`src/rtl/rast_tri_arbiter.sv`:
```
// Round-robin front end that shares the rasterizer triangle input between two
// requesters, tracks end-of-frame and pulses frame_done_H once the hit stream goes quiet.
module rast_tri_arbiter #(
  parameter int SIGFIG       = 24,
  parameter int VERTS        = 3,
  parameter int AXIS         = 3,
  parameter int COLORS       = 3,
  parameter int DRAIN_CYCLES = 16
) (
  input  logic                                   clk,
  input  logic                                   rst,
  input  logic [1:0]                             req_en_RnnnnH,
  input  logic signed [VERTS*AXIS*SIGFIG-1:0]    req0_tri_S,
  input  logic [COLORS*SIGFIG-1:0]               req0_color_U,
  input  logic                                   req0_valid_H,
  input  logic                                   req0_last_H,
  output logic                                   req0_ready_H,
  input  logic signed [VERTS*AXIS*SIGFIG-1:0]    req1_tri_S,
  input  logic [COLORS*SIGFIG-1:0]               req1_color_U,
  input  logic                                   req1_valid_H,
  input  logic                                   req1_last_H,
  output logic                                   req1_ready_H,
  input  logic                                   halt_RnnnnL,
  output logic signed [VERTS*AXIS*SIGFIG-1:0]    tri_R10S,
  output logic [COLORS*SIGFIG-1:0]               color_R10U,
  output logic                                   validTri_R10H,
  input  logic                                   hit_valid_R18H,
  output logic                                   frame_done_H,
  output logic                                   busy_H
);

  localparam int TRI_W = VERTS * AXIS * SIGFIG;
  localparam int COL_W = COLORS * SIGFIG;
  localparam int CNT_W = $clog2(DRAIN_CYCLES + 1);
  localparam logic [CNT_W-1:0] CNT_LAST = CNT_W'(DRAIN_CYCLES - 1);

  typedef enum logic [1:0] {
    ST_RUN   = 2'd0,
    ST_DRAIN = 2'd1,
    ST_DONE  = 2'd2
  } state_t;

  state_t              state_q, state_d;
  logic [TRI_W-1:0]    tri_q, tri_d;
  logic [COL_W-1:0]    color_q, color_d;
  logic                valid_q, valid_d;
  logic                rr_ptr_q, rr_ptr_d;
  logic [1:0]          done_q, done_d;
  logic [CNT_W-1:0]    drain_cnt_q, drain_cnt_d;
  logic                frame_done_q, frame_done_d;

  logic [1:0]          req_valid;
  logic [1:0]          req_last;
  logic [1:0]          elig;
  logic [1:0]          win;
  logic [TRI_W-1:0]    req_tri   [2];
  logic [COL_W-1:0]    req_color [2];

  logic consume;
  logic slot_free;
  logic in_run;
  logic accept;
  logic win_sel;
  logic all_done;

  assign req_valid    = {req1_valid_H, req0_valid_H};
  assign req_last     = {req1_last_H, req0_last_H};
  assign req_tri[0]   = req0_tri_S;
  assign req_tri[1]   = req1_tri_S;
  assign req_color[0] = req0_color_U;
  assign req_color[1] = req1_color_U;

  assign consume   = valid_q & halt_RnnnnL;
  assign slot_free = ~valid_q | halt_RnnnnL;
  assign in_run    = (state_q == ST_RUN);

  // The pointer only breaks ties; a lone eligible requester always wins.
  genvar gi;
  generate
    for (gi = 0; gi < 2; gi++) begin : g_req
      assign elig[gi] = req_en_RnnnnH[gi] & req_valid[gi] & ~done_q[gi] & in_run & slot_free;
      assign win[gi]  = elig[gi] & (~elig[1-gi] | (rr_ptr_q == 1'(gi)));
    end
  endgenerate

  assign accept  = |win;
  assign win_sel = win[1];

  // Every enabled requester has finished and at least one actually sent a frame.
  assign all_done = (&(done_q | ~req_en_RnnnnH)) & (|req_en_RnnnnH) & (|done_q);

  always_comb begin
    tri_d        = tri_q;
    color_d      = color_q;
    valid_d      = valid_q;
    rr_ptr_d     = rr_ptr_q;
    done_d       = done_q | (win & req_last);
    state_d      = state_q;
    drain_cnt_d  = drain_cnt_q;
    frame_done_d = 1'b0;

    if (accept) begin
      tri_d    = req_tri[win_sel];
      color_d  = req_color[win_sel];
      valid_d  = 1'b1;
      rr_ptr_d = ~win_sel;
    end else if (consume) begin
      valid_d = 1'b0;
    end

    case (state_q)
      ST_RUN: begin
        // Looking at the next slot state lets DRAIN start right after the final consume.
        if (all_done && !valid_d) begin
          state_d     = ST_DRAIN;
          drain_cnt_d = '0;
        end
      end
      ST_DRAIN: begin
        if (hit_valid_R18H) begin
          drain_cnt_d = '0;
        end else if (drain_cnt_q == CNT_LAST) begin
          state_d      = ST_DONE;
          frame_done_d = 1'b1;
          drain_cnt_d  = '0;
        end else begin
          drain_cnt_d = drain_cnt_q + CNT_W'(1);
        end
      end
      ST_DONE: begin
        state_d     = ST_RUN;
        done_d      = '0;
        drain_cnt_d = '0;
      end
      default: begin
        state_d = ST_RUN;
      end
    endcase
  end

  always_ff @(posedge clk or negedge rst) begin
    if (!rst) begin
      state_q      <= ST_RUN;
      tri_q        <= '0;
      color_q      <= '0;
      valid_q      <= 1'b0;
      rr_ptr_q     <= 1'b0;
      done_q       <= '0;
      drain_cnt_q  <= '0;
      frame_done_q <= 1'b0;
    end else begin
      state_q      <= state_d;
      tri_q        <= tri_d;
      color_q      <= color_d;
      valid_q      <= valid_d;
      rr_ptr_q     <= rr_ptr_d;
      done_q       <= done_d;
      drain_cnt_q  <= drain_cnt_d;
      frame_done_q <= frame_done_d;
    end
  end

  assign req0_ready_H  = win[0];
  assign req1_ready_H  = win[1];
  assign tri_R10S      = tri_q;
  assign color_R10U    = color_q;
  assign validTri_R10H = valid_q;
  assign frame_done_H  = frame_done_q;
  assign busy_H        = (state_q != ST_RUN) | valid_q | (|done_q);

endmodule

```
`config.mk`:
```
export PLATFORM = sky130hd
export DESIGN_NAME = rast_tri_arbiter
export DESIGN_NICKNAME = d
export VERILOG_FILES = /design/src/rtl/rast_tri_arbiter.sv
export SDC_FILE = /design/constraint.sdc
export NUM_CORES = 1
export LEC_CHECK = 0
export CAP_MARGIN = 20
export CORE_AREA = 2 2 343 345
export CTS_CLUSTER_DIAMETER = 50
export DETAILED_ROUTE_END_ITERATION = 16
export DIE_AREA = 0 0 345 347
export PLACE_DENSITY = 0.31
export SLEW_MARGIN = 5
export SYNTH_ARGS = -nofsm -noshare
export SYNTH_HDL_FRONTEND = slang
export SYNTH_SLANG_ARGS = --single-unit
export TNS_END_PERCENT = 1
```
`constraint.sdc`:
```
create_clock -name clk -period 3 [get_ports clk]
set_input_delay 0.6 -clock clk [delete_from_list [all_inputs] [get_ports clk]]
set_output_delay 0.6 -clock clk [all_outputs]
set_load 0.01 [all_outputs]
```
# After elaboration in Yosys (flattened, before gate mapping)

Index checks and enable logic that the tools add are counted.

Register bits: 300
Bits of input ports: 586
Output and inout bits: 293

Add/sub/neg operators: 1
Order comparisons: 1
Equality and inequality tests: 6
Multiplexer cells: 20
Bitwise logic cells: 30
Reduce and logical (&&, ||, !) cells: 11

Operator list:

| cell                | count |
|---|---|
| $mux 216            | 3 |
| $mux 72             | 3 |
| $mux 5              | 3 |
| $pmux 5 s3          | 1 |
| $and 1x1->1         | 13 |
| $mux 2              | 4 |
| $not 1->1           | 7 |
| $reduce_or 2->1     | 3 |
| $add 5x1->5 const B | 1 |
| $eq 5x4->1 const B  | 1 |
| $mux 1              | 5 |
| $or 1x1->1          | 5 |
| $ne 2x2->1 const B  | 2 |
| $or 2x2->2          | 2 |
| $pmux 2 s2          | 1 |
| $reduce_and 2->1    | 2 |
| $reduce_and 3->1    | 1 |
| $reduce_bool 3->1   | 1 |
| $and 2x2->2         | 1 |
| $eq 2x1->1 const B  | 1 |
| $eq 2x2->1 const B  | 1 |
| $ge 2x2->1 const B  | 1 |
| $logic_not 2->1     | 1 |
| $ne 2x1->1 const B  | 1 |
| other kinds (5)     | 5 |

# Depth between registers and ports, before layout

Depth after elaboration: 13
Depth in mapped cells: 8

# Worst setup path before layout

OpenSTA, ideal clock, no wires.

Kind: input port to output port
From: in req1_valid_H
To: out req0_ready_H
Arrival time: 1576 ps
Data required time: 2400 ps
Setup slack: 824 ps
Cell stages on the path: 4
Buffers on the path: 2
Cells stage by stage: and3b_1 > a2111oi_2 > buf_4 > buf_2

Word-level cells in the longest chain between the ends: 7

RTL lines:

| item                      | RTL line | text |
|---|---|---|
| start, declared           | 20       | `input logic req1_valid_H,` |
| $and 1x1->1 (4 in series) | 81       | `assign elig[gi] = req_en_RnnnnH[gi] & req_valid[gi] & ~done_q[gi] & in_run & slot_free;` |
| $not 1->1                 | 82       | `assign win[gi] = elig[gi] & (~elig[1-gi] \| (rr_ptr_q == 1'(gi)));` |
| $or 1x1->1                | 82       |  |
| $and 1x1->1               | 82       |  |
| end, declared             | 17       | `output logic req0_ready_H,` |

Every way passes these cells.

# Worst setup path after layout

From: reg state_q[0]
To: out busy_H

Word-level cells in the longest chain between the ends: 3

RTL lines:

| item                     | RTL line | text |
|---|---|---|
| start, declared          | 43       | `state_t state_q, state_d;` |
| start signal, assigned   | 152      | `state_q <= state_d;` |
| $reduce_bool 2->1        | 169      | `assign busy_H = (state_q != ST_RUN) \| valid_q \| (\|done_q);` |
| $or 1x1->1 (2 in series) | 169      |  |
| end, declared            | 29       | `output logic busy_H` |

Every way passes these cells.

==> results.py <==
metrics = {
    "critical_path": {
        "cp_top_family": "simple AND/OR/NAND/NOR gates",
        "worstSetupStartpointType": "register",
        "cp.arrival_ns": 2.12,
        "worstPathCellList": "or2_2 > or4_1 > dlygate4sd2_1",
        "crit_buf_inv": 1,
        "worst-endpoint-required_ns": 2.40,
        "cp_max_fo": 3,
        "max_stage_delay_ns": 0.46,
        "endpoint_kind": "primary output",
        "cp_slowest_cell": "or4_1",
        "crit_type": "reg -> out",
    },
    "routing": {
        "final_antenna_net_count": 0,
        "route.detailed.drc": 0,
        "wirelength_um": 79500,
        "dr.pass1.iters": 5,
        "wire_per_inst_um": 20.9,
        "dr.first_iter.drc_count": 827,
        "post_drt_via_cell_ratio": 3.65,
        "vias": 13900,
    },
    "yosys": {
        "avgSynthCellArea_um2": 9.62,
        "ys_top_cells_by_area": "dfrtp_1, nand2_1, a22oi_1, buf_2, clkbuf_1",
        "yosys_warnings": 0,
        "synth_nets": 1900,
        "yosysSeqAreaShare": 0.594,
        "netlist.area_leader.share": 0.594,
        "ys_ff_latch": 300,
        "synthCells": 1313,
        "yosys.area.top_type": "dfrtp_1",
        "syn_area_mm2": 0.0126,
        "synth_cell_types": 33,
    },
    "power": {
        "p_per_area_mw_per_mm2": 915,
        "leakage_uw": 0.0112,
        "irDropWorstVdd_uv": 354,
    },
    "layout": {
        "nets": 2814,
        "drive_gt1_frac": 0.0785,
        "syn_to_final_growth_pct": 106,
        "fillers": 12600,
        "fin_cells": 3811,
    },
    "placement": {
        "place_inst": 3679,
        "port_buffers": 878,
        "pre_cts_ws_ns": 0.0430,
        "gp_congestion": 0.809,
        "hpwl_um": 60800,
    },
    "timing": {
        "setup_viol": 0,
        "fin_skew_ns": 0.0360,
        "max_freq_mhz": 367,
        "slew_headroom": 0.532,
        "whs_ns": 0.487,
        "setup_tns_ns": 0,
        "rsz0062_at_grt": "false",
        "fin_ws_ns": 0.276,
        "fin_crit_sh": 0.908,
        "slew_viol_final": 0,
        "worst_pin_slew_ns": 0.702,
        "hold_viol": 0,
        "period_minus_slack_ns": 2.72,
    },
    "grt": {
        "antenna_found_initial": 20,
        "grt_overflow_total": 0,
        "first_global_vias": 15300,
        "grt_max_degree": 85,
        "grt_pass1_wl_um": 113000,
        "grt_use_total": 0.129,
    },
    "floorplan": {
        "die_h_um": 347,
        "rows": 125,
        "die-area_mm2": 0.120,
        "pin_count": 879,
        "die_x_um": 345,
        "start_util": 0.109,
        "core-area_mm2": 0.116,
    },
    "clocking": {
        "clk_pin_slew_ns": 0.05,
        "cts_tree": "yes",
        "cts.sinks": 300,
        "htreeDepth": 3,
        "numCtsBuffers": 69,
        "clock_latency_ns": 0.62,
        "root_buffer": "clkbuf_16",
        "clk_path_buf_depth": 3,
        "post_cts_buffers": 0,
    },
    "flow_run": {
        "cap_violations": 0,
    },
    "min_path": {
        "hp-class": "reg -> reg",
    },
    "outcome": {
        "status": "finished clean",
    },
}
==> synth_stat cells <==
cell type  instances
a2111oi_2          1
a21oi_1            3
a22o_1             1
a22oi_1          288
a31oi_1            5
a32o_1             1
a41oi_1            1
and3b_1            2
buf_1              1
buf_2             51
buf_4              5
buf_6              1
clkbuf_1          40
dfrtp_1          300
ha_1               1
inv_1              1
mux2_2             1
mux2i_1            2
nand2_1          580
nand2b_1           3
nand3_1            3
nand3b_1           1
nand4b_1           1
nor2_1             6
nor2b_1            2
nor3_1             3
nor4_1             1
o2111a_1           1
o211ai_1           2
o21a_1             2
o311ai_0           1
or2_2              1
or4_1              1
==> placed cells by master (no fill, tap or decap), drive strengths merged <==
cell           instances
mux2                   1
bufinv                 8
clkinv                14
nand4b                 1
inv                    7
o211ai                 2
dlygate4sd2            2
or4                    1
o2111a                 1
clkinvlp               5
mux2i                  2
ha                     1
nand2                580
nor3                   3
a21oi                  3
nand3b                 1
o311ai                 1
a22o                   1
nand2b                 3
and3b                  2
a31oi                  5
nor2                   6
dlygate4sd3            1
nor2b                  2
buf                   64
diode                  8
nand3                  3
dfrtp                300
a32o                   1
or2                    1
o21a                   2
nor4                   1
a22oi                288
a41oi                  1
clkbuf                90
a2111oi                1
clkdlybuf4s50        874
==> state kept, by name, indices dropped and copies added (netlist names) <==
| register | cells |
|---|---|
| rr_ptr_q | 1 |
| done_q | 2 |
| color_R10U | 72 |
| frame_done_H | 1 |
| validTri_R10H | 1 |
| drain_cnt_q | 5 |
| tri_R10S | 216 |
| state_q | 2 |
==> path summary, 6_finish.rpt <==
check / startpoint / end / slack, ns / cells after the start
setup / recovery: state_q[0]$_DFFE_PN0P_ / busy_H / 0.28 / 3
hold / removal: tri_R10S[25]$_DFFE_PN0P_ / tri_R10S[25]$_DFFE_PN0P_ / 0.49 / 2
setup reg to reg: done_q[0]$_DFF_PN0_ / color_R10U[52]$_DFFE_PN0P_ / 0.66 / 6
hold reg to reg: tri_R10S[25]$_DFFE_PN0P_ / tri_R10S[25]$_DFFE_PN0P_ / 0.49 / 2
max in group asynchronous: rst / tri_R10S[145]$_DFFE_PN0P_ / 1.63 / 3
min in group asynchronous: rst / tri_R10S[16]$_DFFE_PN0P_ / 0.59 / 2
==> final cells by class <==
| cell class | count | area, um2 | share of cell area |
|---|---|---|---|
| clock buffers | 90 | 1910 | 0.0734 |
| well taps | 1524 | 1910 | 0.0734 |
| flip-flops and latches | 300 | 7510 | 0.289 |
| inverters | 1 | 3.75 | 0.000144 |
| repair buffers | 941 | 9490 | 0.365 |
| multi-input cells | 914 | 4680 | 0.180 |
| clock inverters | 33 | 478 | 0.0184 |
| diodes | 8 | 20.0 | 0.000770 |
==> worst min-delay path, delay by kind of cell (launching register included) <==
| kind | cells | cell delay (ns) |
|---|---|---|
| simple gates | 2 | 0.10 |
| flops | 1 | 0.35 |
==> power breakdown <==
part | internal [uW] | leakage (uW) | total [uW] | switching (uW)
clock network | 5190 | 0.00115 | 7880 | 2680
registers | 6000 | 0.00377 | 7230 | 1220
logic | 5070 | 0.00630 | 8690 | 3620
total | 16300 | 0.0112 | 23800 | 7530
==> cell families after synthesis <==
group           count (synthesis)  share of synthesized area
flops                         300                      0.594
fa+ha+maj                       1                   0.000991
simple gates                  604                      0.183
mux                             3                    0.00248
buf+inv                        99                     0.0366
compound gates                306                      0.182
==> metal layers <==
metal / up-vias / part of all wire / track usage
li1: 6403 / - / -
met1: 6761 / 0.36 / 0.135
met2: 628 / 0.52 / 0.234
met3: 104 / 0.093 / 0.0545
met4: 14 / 0.023 / 0.0398
met5: - / 0.0013 / 0
==> repair_timing <==
| action | in CTS | in global routing |
|---|---|---|
| endpoints found under the hold margin | 17 | 0 |
| resized for setup | 2 | 0 |
| endpoints found under the setup margin | 2 | 0 |
| hold buffers | 1 | 0 |
==> per-stage QoR <==
stage,total power (uW),util,instance area [um2]
after floorplan,9860,-,12600
after global placement,16200,0.204,23600
after detailed placement,16100,0.204,23600
after CTS,24400,0.224,26000
after global routing,25200,0.225,26000
final,23800,0.225,26000
Power figures use the tool's default switching activity.
